[src/rtl/amba_axi4_stream_monitor.sv]
// AXI4-Stream protocol monitor: passive observer that flags handshake and
// packet-framing violations and keeps saturating beat/packet/byte statistics.
module amba_axi4_stream_monitor #(
  parameter int DATA_WIDTH_BYTES = 4,
  parameter int ID_WIDTH         = 1,
  parameter int DEST_WIDTH       = 1,
  parameter int USER_WIDTH       = 1,
  parameter int MAX_STALL        = 16,
  parameter int MIN_PACKET       = 0,
  parameter int MAX_PACKET       = 0,
  parameter int CNT_WIDTH        = 32
) (
  input  logic                          ACLK,
  input  logic                          ARESETn,
  input  logic [8*DATA_WIDTH_BYTES-1:0] TDATA,
  input  logic [DATA_WIDTH_BYTES-1:0]   TSTRB,
  input  logic [DATA_WIDTH_BYTES-1:0]   TKEEP,
  input  logic                          TLAST,
  input  logic [ID_WIDTH-1:0]           TID,
  input  logic [DEST_WIDTH-1:0]         TDEST,
  input  logic [USER_WIDTH-1:0]         TUSER,
  input  logic                          TVALID,
  input  logic                          TREADY,
  output logic [7:0]                    err_pulse,
  output logic [7:0]                    err_sticky,
  output logic [CNT_WIDTH-1:0]          beat_count,
  output logic [CNT_WIDTH-1:0]          packet_count,
  output logic [CNT_WIDTH-1:0]          byte_count,
  output logic                          in_packet
);

  localparam int DW = 8 * DATA_WIDTH_BYTES;
  localparam int PW = DW + 2 * DATA_WIDTH_BYTES + 1 + ID_WIDTH + DEST_WIDTH + USER_WIDTH;
  localparam int KW = $clog2(DATA_WIDTH_BYTES + 1);
  localparam int SW = (MAX_STALL < 2) ? 1 : $clog2(MAX_STALL + 1);
  localparam int LW = CNT_WIDTH + 1;  // one spare bit so len/sums never wrap silently
  localparam logic [CNT_WIDTH-1:0] CNT_MAX = '1;

  logic          hs;
  logic          stall;
  logic [PW-1:0] payload_now;
  logic [KW-1:0] keep_pop;
  logic [LW-1:0] len;
  logic [LW-1:0] byte_sum;
  logic [7:0]    err_now;

  logic                  rst_done_reg,     rst_done_next;
  logic [PW-1:0]         payload_reg;
  logic                  prev_stall_reg;
  logic [SW-1:0]         stall_cnt_reg,    stall_cnt_next;
  logic [CNT_WIDTH-1:0]  pkt_beats_reg,    pkt_beats_next;
  logic                  in_packet_reg,    in_packet_next;
  logic                  long_seen_reg,    long_seen_next;
  logic [ID_WIDTH-1:0]   id_reg,           id_next;
  logic [DEST_WIDTH-1:0] dest_reg,         dest_next;
  logic [7:0]            err_pulse_reg;
  logic [7:0]            err_sticky_reg,   err_sticky_next;
  logic [CNT_WIDTH-1:0]  beat_count_reg,   beat_count_next;
  logic [CNT_WIDTH-1:0]  packet_count_reg, packet_count_next;
  logic [CNT_WIDTH-1:0]  byte_count_reg,   byte_count_next;

  assign hs          = TVALID & TREADY;
  assign stall       = TVALID & ~TREADY;
  assign payload_now = {TDATA, TSTRB, TKEEP, TLAST, TID, TDEST, TUSER};

  // Number of kept bytes in the current beat.
  always_comb begin
    keep_pop = '0;
    for (int i = 0; i < DATA_WIDTH_BYTES; i++) begin
      keep_pop = keep_pop + KW'(TKEEP[i]);
    end
  end

  // Error detection and next-state for packet tracking and statistics.
  always_comb begin
    rst_done_next     = 1'b1;
    stall_cnt_next    = stall_cnt_reg;
    pkt_beats_next    = pkt_beats_reg;
    in_packet_next    = in_packet_reg;
    long_seen_next    = long_seen_reg;
    id_next           = id_reg;
    dest_next         = dest_reg;
    beat_count_next   = beat_count_reg;
    packet_count_next = packet_count_reg;
    byte_count_next   = byte_count_reg;

    len      = {1'b0, pkt_beats_reg} + LW'(1);
    byte_sum = {1'b0, byte_count_reg} + LW'(keep_pop);

    err_now[0] = prev_stall_reg & ~TVALID;
    err_now[1] = prev_stall_reg & TVALID & (payload_now != payload_reg);
    err_now[2] = TVALID & (|(TSTRB & ~TKEEP));
    err_now[3] = (MAX_STALL != 0) && stall && (stall_cnt_reg == SW'(MAX_STALL - 1));
    // Over-length is reported on the first beat past the limit; a TLAST beat
    // only reports it if the packet got there without a prior report.
    err_now[4] = (MAX_PACKET != 0) && hs && !long_seen_reg &&
                 (TLAST ? (len > LW'(MAX_PACKET)) : (len == LW'(MAX_PACKET + 1)));
    err_now[5] = (MIN_PACKET != 0) && hs && TLAST && (len < LW'(MIN_PACKET));
    err_now[6] = hs && in_packet_reg && ((TID != id_reg) || (TDEST != dest_reg));
    err_now[7] = !rst_done_reg && TVALID;

    err_sticky_next = err_sticky_reg | err_now;

    // Stall counter saturates so the timeout fires exactly once per stall.
    if (hs || !TVALID) begin
      stall_cnt_next = '0;
    end else if ((MAX_STALL != 0) && (stall_cnt_reg != SW'(MAX_STALL))) begin
      stall_cnt_next = stall_cnt_reg + 1'b1;
    end

    if (hs) begin
      if (!in_packet_reg) begin
        id_next   = TID;
        dest_next = TDEST;
      end
      if (TLAST) begin
        in_packet_next = 1'b0;
        pkt_beats_next = '0;
        long_seen_next = 1'b0;
        if (packet_count_reg != CNT_MAX) begin
          packet_count_next = packet_count_reg + 1'b1;
        end
      end else begin
        in_packet_next = 1'b1;
        pkt_beats_next = len[CNT_WIDTH] ? CNT_MAX : len[CNT_WIDTH-1:0];
        long_seen_next = long_seen_reg | err_now[4];
      end
      if (beat_count_reg != CNT_MAX) begin
        beat_count_next = beat_count_reg + 1'b1;
      end
      byte_count_next = byte_sum[CNT_WIDTH] ? CNT_MAX : byte_sum[CNT_WIDTH-1:0];
    end
  end

  // State register; everything clears while ARESETn is low.
  always_ff @(posedge ACLK or negedge ARESETn) begin
    if (!ARESETn) begin
      rst_done_reg     <= 1'b0;
      payload_reg      <= '0;
      prev_stall_reg   <= 1'b0;
      stall_cnt_reg    <= '0;
      pkt_beats_reg    <= '0;
      in_packet_reg    <= 1'b0;
      long_seen_reg    <= 1'b0;
      id_reg           <= '0;
      dest_reg         <= '0;
      err_pulse_reg    <= '0;
      err_sticky_reg   <= '0;
      beat_count_reg   <= '0;
      packet_count_reg <= '0;
      byte_count_reg   <= '0;
    end else begin
      rst_done_reg     <= rst_done_next;
      payload_reg      <= payload_now;
      prev_stall_reg   <= stall;
      stall_cnt_reg    <= stall_cnt_next;
      pkt_beats_reg    <= pkt_beats_next;
      in_packet_reg    <= in_packet_next;
      long_seen_reg    <= long_seen_next;
      id_reg           <= id_next;
      dest_reg         <= dest_next;
      err_pulse_reg    <= err_now;
      err_sticky_reg   <= err_sticky_next;
      beat_count_reg   <= beat_count_next;
      packet_count_reg <= packet_count_next;
      byte_count_reg   <= byte_count_next;
    end
  end

  assign err_pulse    = err_pulse_reg;
  assign err_sticky   = err_sticky_reg;
  assign beat_count   = beat_count_reg;
  assign packet_count = packet_count_reg;
  assign byte_count   = byte_count_reg;
  assign in_packet    = in_packet_reg;

endmodule

[config.mk]
export PLATFORM = sky130hd
export DESIGN_NAME = amba_axi4_stream_monitor
export DESIGN_NICKNAME = d
export VERILOG_FILES = /design/src/rtl/amba_axi4_stream_monitor.sv
export SDC_FILE = /design/constraint.sdc
export NUM_CORES = 1
export LEC_CHECK = 0
export CORE_MARGIN = 4
export CORE_UTILIZATION = 51
export DETAILED_ROUTE_END_ITERATION = 10
export PLACE_DENSITY = 0.88
export SYNTH_ARGS = -nofsm -noshare
export SYNTH_HDL_FRONTEND = slang
export SYNTH_SLANG_ARGS = --single-unit
[constraint.sdc]
create_clock -name ACLK -period 3 [get_ports ACLK]
set_input_delay 0.3 -clock ACLK [delete_from_list [all_inputs] [get_ports ACLK]]
set_output_delay 0.3 -clock ACLK [all_outputs]
set_load 0.02 [all_outputs]
==> summary.md <==
| Metric | Value |
|---|---|
| Core box area | 13,830 um^2 |
| Yosys reg bits | 162 |
| Period utilisation layout | 94.37% |
| Clk_lat worst skew | 0.42 ns |
| Area leader, netlist | dfrtp_1 |
| Worst hold path class | in -> reg |
| Power Density | 587.8 nW/um^2 |
| Hold Vio Cnt, Final | 0 |
| DRC | 0 |
| Synth-to-layout area growth | 34.86% |
| Clock root buffer | clkbuf_16 |
| Number of global-route vias before repair | 5,478 |
| Achievable clock frequency | 0.3532 GHz |
| CTS tree | built |
| Number of detailed-route iterations in the first pass | 5 |
| Grt total ovfl | 0 |
| Worst vdd ir | 0.0003921 V |
| Post-synth top area share | 56.37% |
| Commonest cells after routing, fill and taps aside | 162 x dfrtp_1, 155 x clkdlybuf4s50_1, 102 x xnor2_1, 71 x nand2_1, 39 x nand3_1 |
| CP Launch Type | primary input |
| Number of synthesized flops with an enable pin | 0 |
| Max FFs per register | 44 |
| Syn Inst Count | 644 |
| Maximum clock path buffer count | 2 |
| Outcome | finished, final reports clean |
| Via density | 5.352 |
| Post-synth ARST share | 100.0% |
| Crit path DAT | 3.18 ns |
| Final slew viol count | 0 |
| Headroom to the max-slew limit | 40.91% |
| Main synth FF type | dfrtp_1 |
| Seq/Total Area, Yosys | 56.37% |
| Final antenna-violating net count | 0 |
| # rows | 43 |
| Initial DRC Count | 376 |
| Crit end category | flip-flop |
| Yosys warnings | 0 |
| Most common cell after layout, fill and taps aside | dfrtp_1 |
| Endpoints failing setup | 0 |
| Worst Path Max Fanout | 13 |
| MaxCap Viol Count | 0 |
| Cell Area, Synth | 7192 um^2 |
| Postcts setup bufs | 0 |
| Port bufs | 156 |
| Critical Setup Path Class | in -> reg |
| Reg clk slew, reported paths | 0.07 ns |
| Layout fillers | 985 |
| Layout Utilization | 70.15% |
| H-tree levels | 4 |
| Starting density of the core | 52.01% |
| Wire length per cell | 16.84 um |
| GR Util All Layers | 21.62% |
| Num CTS Buffers | 17 |
| DIE AREA | 16,070 um^2 |
| GPL Wtd Cong | 0.8508 |
| Antenna fix cells | 0 |
| Dominant cells by area after synthesis | dfrtp_1 56%, xnor2_1 12%, nand2_1 3.7% |
| Die height | 126.8 um |
| Worst-Margin Slew | 0.8789 ns |
| Post-Route WL | 17,150 um |
| Nets | 883 |
| Share of post-route cells with drive strength above 1 | 8.115% |
| DP HPWL | 12,160 um |
| Library cells used by synthesis | 42 |
| Via Count | 5,448 |
| Tmin final | 2.831 ns |
| Static leakage | 4.185 nW |
| RSZ-0062 raised after global routing | false |
| Die width | 126.8 um |
| First-pass GRT wire length | 27,650 um |
| Clock sinks | 162 |
| Total Power | 0.005702 W |
| Final clock skew | 0.01315 ns |
| Syn Area/Cell | 11.17 um^2 |
| # IOs | 161 |
| WP data required | 3.35 ns |
| Initial antenna violation count | 0 |
| Largest net degree at the start of global routing | 67 |
per-stage QoR:
step                      setup WS, ns  setup TNS, ns  hold slack (ns)  std cells  area [um^2]
final                           0.1689              0           0.3665       1018         9699
after global routing          0.001525              0           0.3463       1018         9699
after CTS                       0.1699              0           0.3511       1018         9694
after detailed placement       -0.2534         -6.738           0.3273        986         9047
after global placement         -0.2068         -5.722           0.3215        986         9047
after floorplan                 0.1063              0         0.004409        647         7203
Yosys cell counts (all sizes together) (7+ instances only):
library cell / number
xor2: 29
a21oi: 10
and4: 10
nand4: 34
xnor2: 102
dfrtp: 162
nor3: 20
and2: 10
buf: 11
or2: 7
nand2: 71
nor2: 27
inv: 19
and3: 18
nand3: 39
nor4: 14
path summary, 6_finish.rpt:
| check | slack, ns | start | end | depth (start not counted) |
|---|---|---|---|---|
| worst max register to register | 0.52 | beat_count[23]$_DFFE_PN0P_ | beat_count[25]$_DFFE_PN0P_ | 6 |
| max in group asynchronous | 1.70 | ARESETn | stall_cnt_reg[0]$_DFFE_PN0P_ | 3 |
| min in group asynchronous | 0.44 | ARESETn | payload_reg[0]$_DFF_PN0_ | 2 |
| worst min-delay path | 0.37 | TDATA[12] | payload_reg[24]$_DFF_PN0_ | 1 |
| worst max-delay path | 0.17 | TKEEP[0] | byte_count[11]$_DFFE_PN0P_ | 11 |
| worst min register to register | 0.40 | rst_done_reg$_DFF_PN0_ | err_pulse[7]$_DFF_PN0_ | 1 |
cell type report:
cell class	count	area, um^2	area share, %
multi-input combinational	449	2977	30.69
clock inverter	13	197.7	2.038
timing repair buffer	177	1735	17.89
tap	180	225.2	2.322
sequential	162	4054	41.80
inverter	19	71.32	0.7353
clock buffer	18	439.2	4.528
layer usage:
metal	GRT usage (%)	wire, um	vias to the layer above
li1	-	-	2560
met1	26.99	7022	2705
met2	35.99	8842	152
met3	5.684	872	31
met4	8.707	408	0
met5	0	0	-
report_power, final:
part	switching (W)	internal [W]
Clock	0.000905	0.00143
Combinational	0.000413	0.000435
Sequential	0.000180	0.00234
timing repair:
item | 4_1_cts | 5_1_grt
resized for setup | 0 | 1
hold buffers | 1 | 0
hold endpoints to repair | 63 | 0
setup endpoints to repair | 0 | 1
critical path, cell delays in order:
cell	delay, ns
clkdlybuf4s50_1	0.47
fa_1	0.57
inv_1	0.06
fa_1	0.37
inv_1	0.08
fa_1	0.15
and3_1	0.18
nand3_1	0.11
or4_1	0.60
buf_4	0.21
nand2_1	0.08
kinds of logic after synthesis:
logic type | share of synthesized area (%)
multiplexers | 1.079
other | 0.1044
XOR/XNOR | 15.95
AND/OR/NAND/NOR | 19.08
buffers and inverters | 2.470
AO/OA/AOI/OAI | 3.062
adder cells (fa/ha/maj) | 1.879
flip-flops | 56.37
Note: power is estimated with default switching activity, not from simulation.
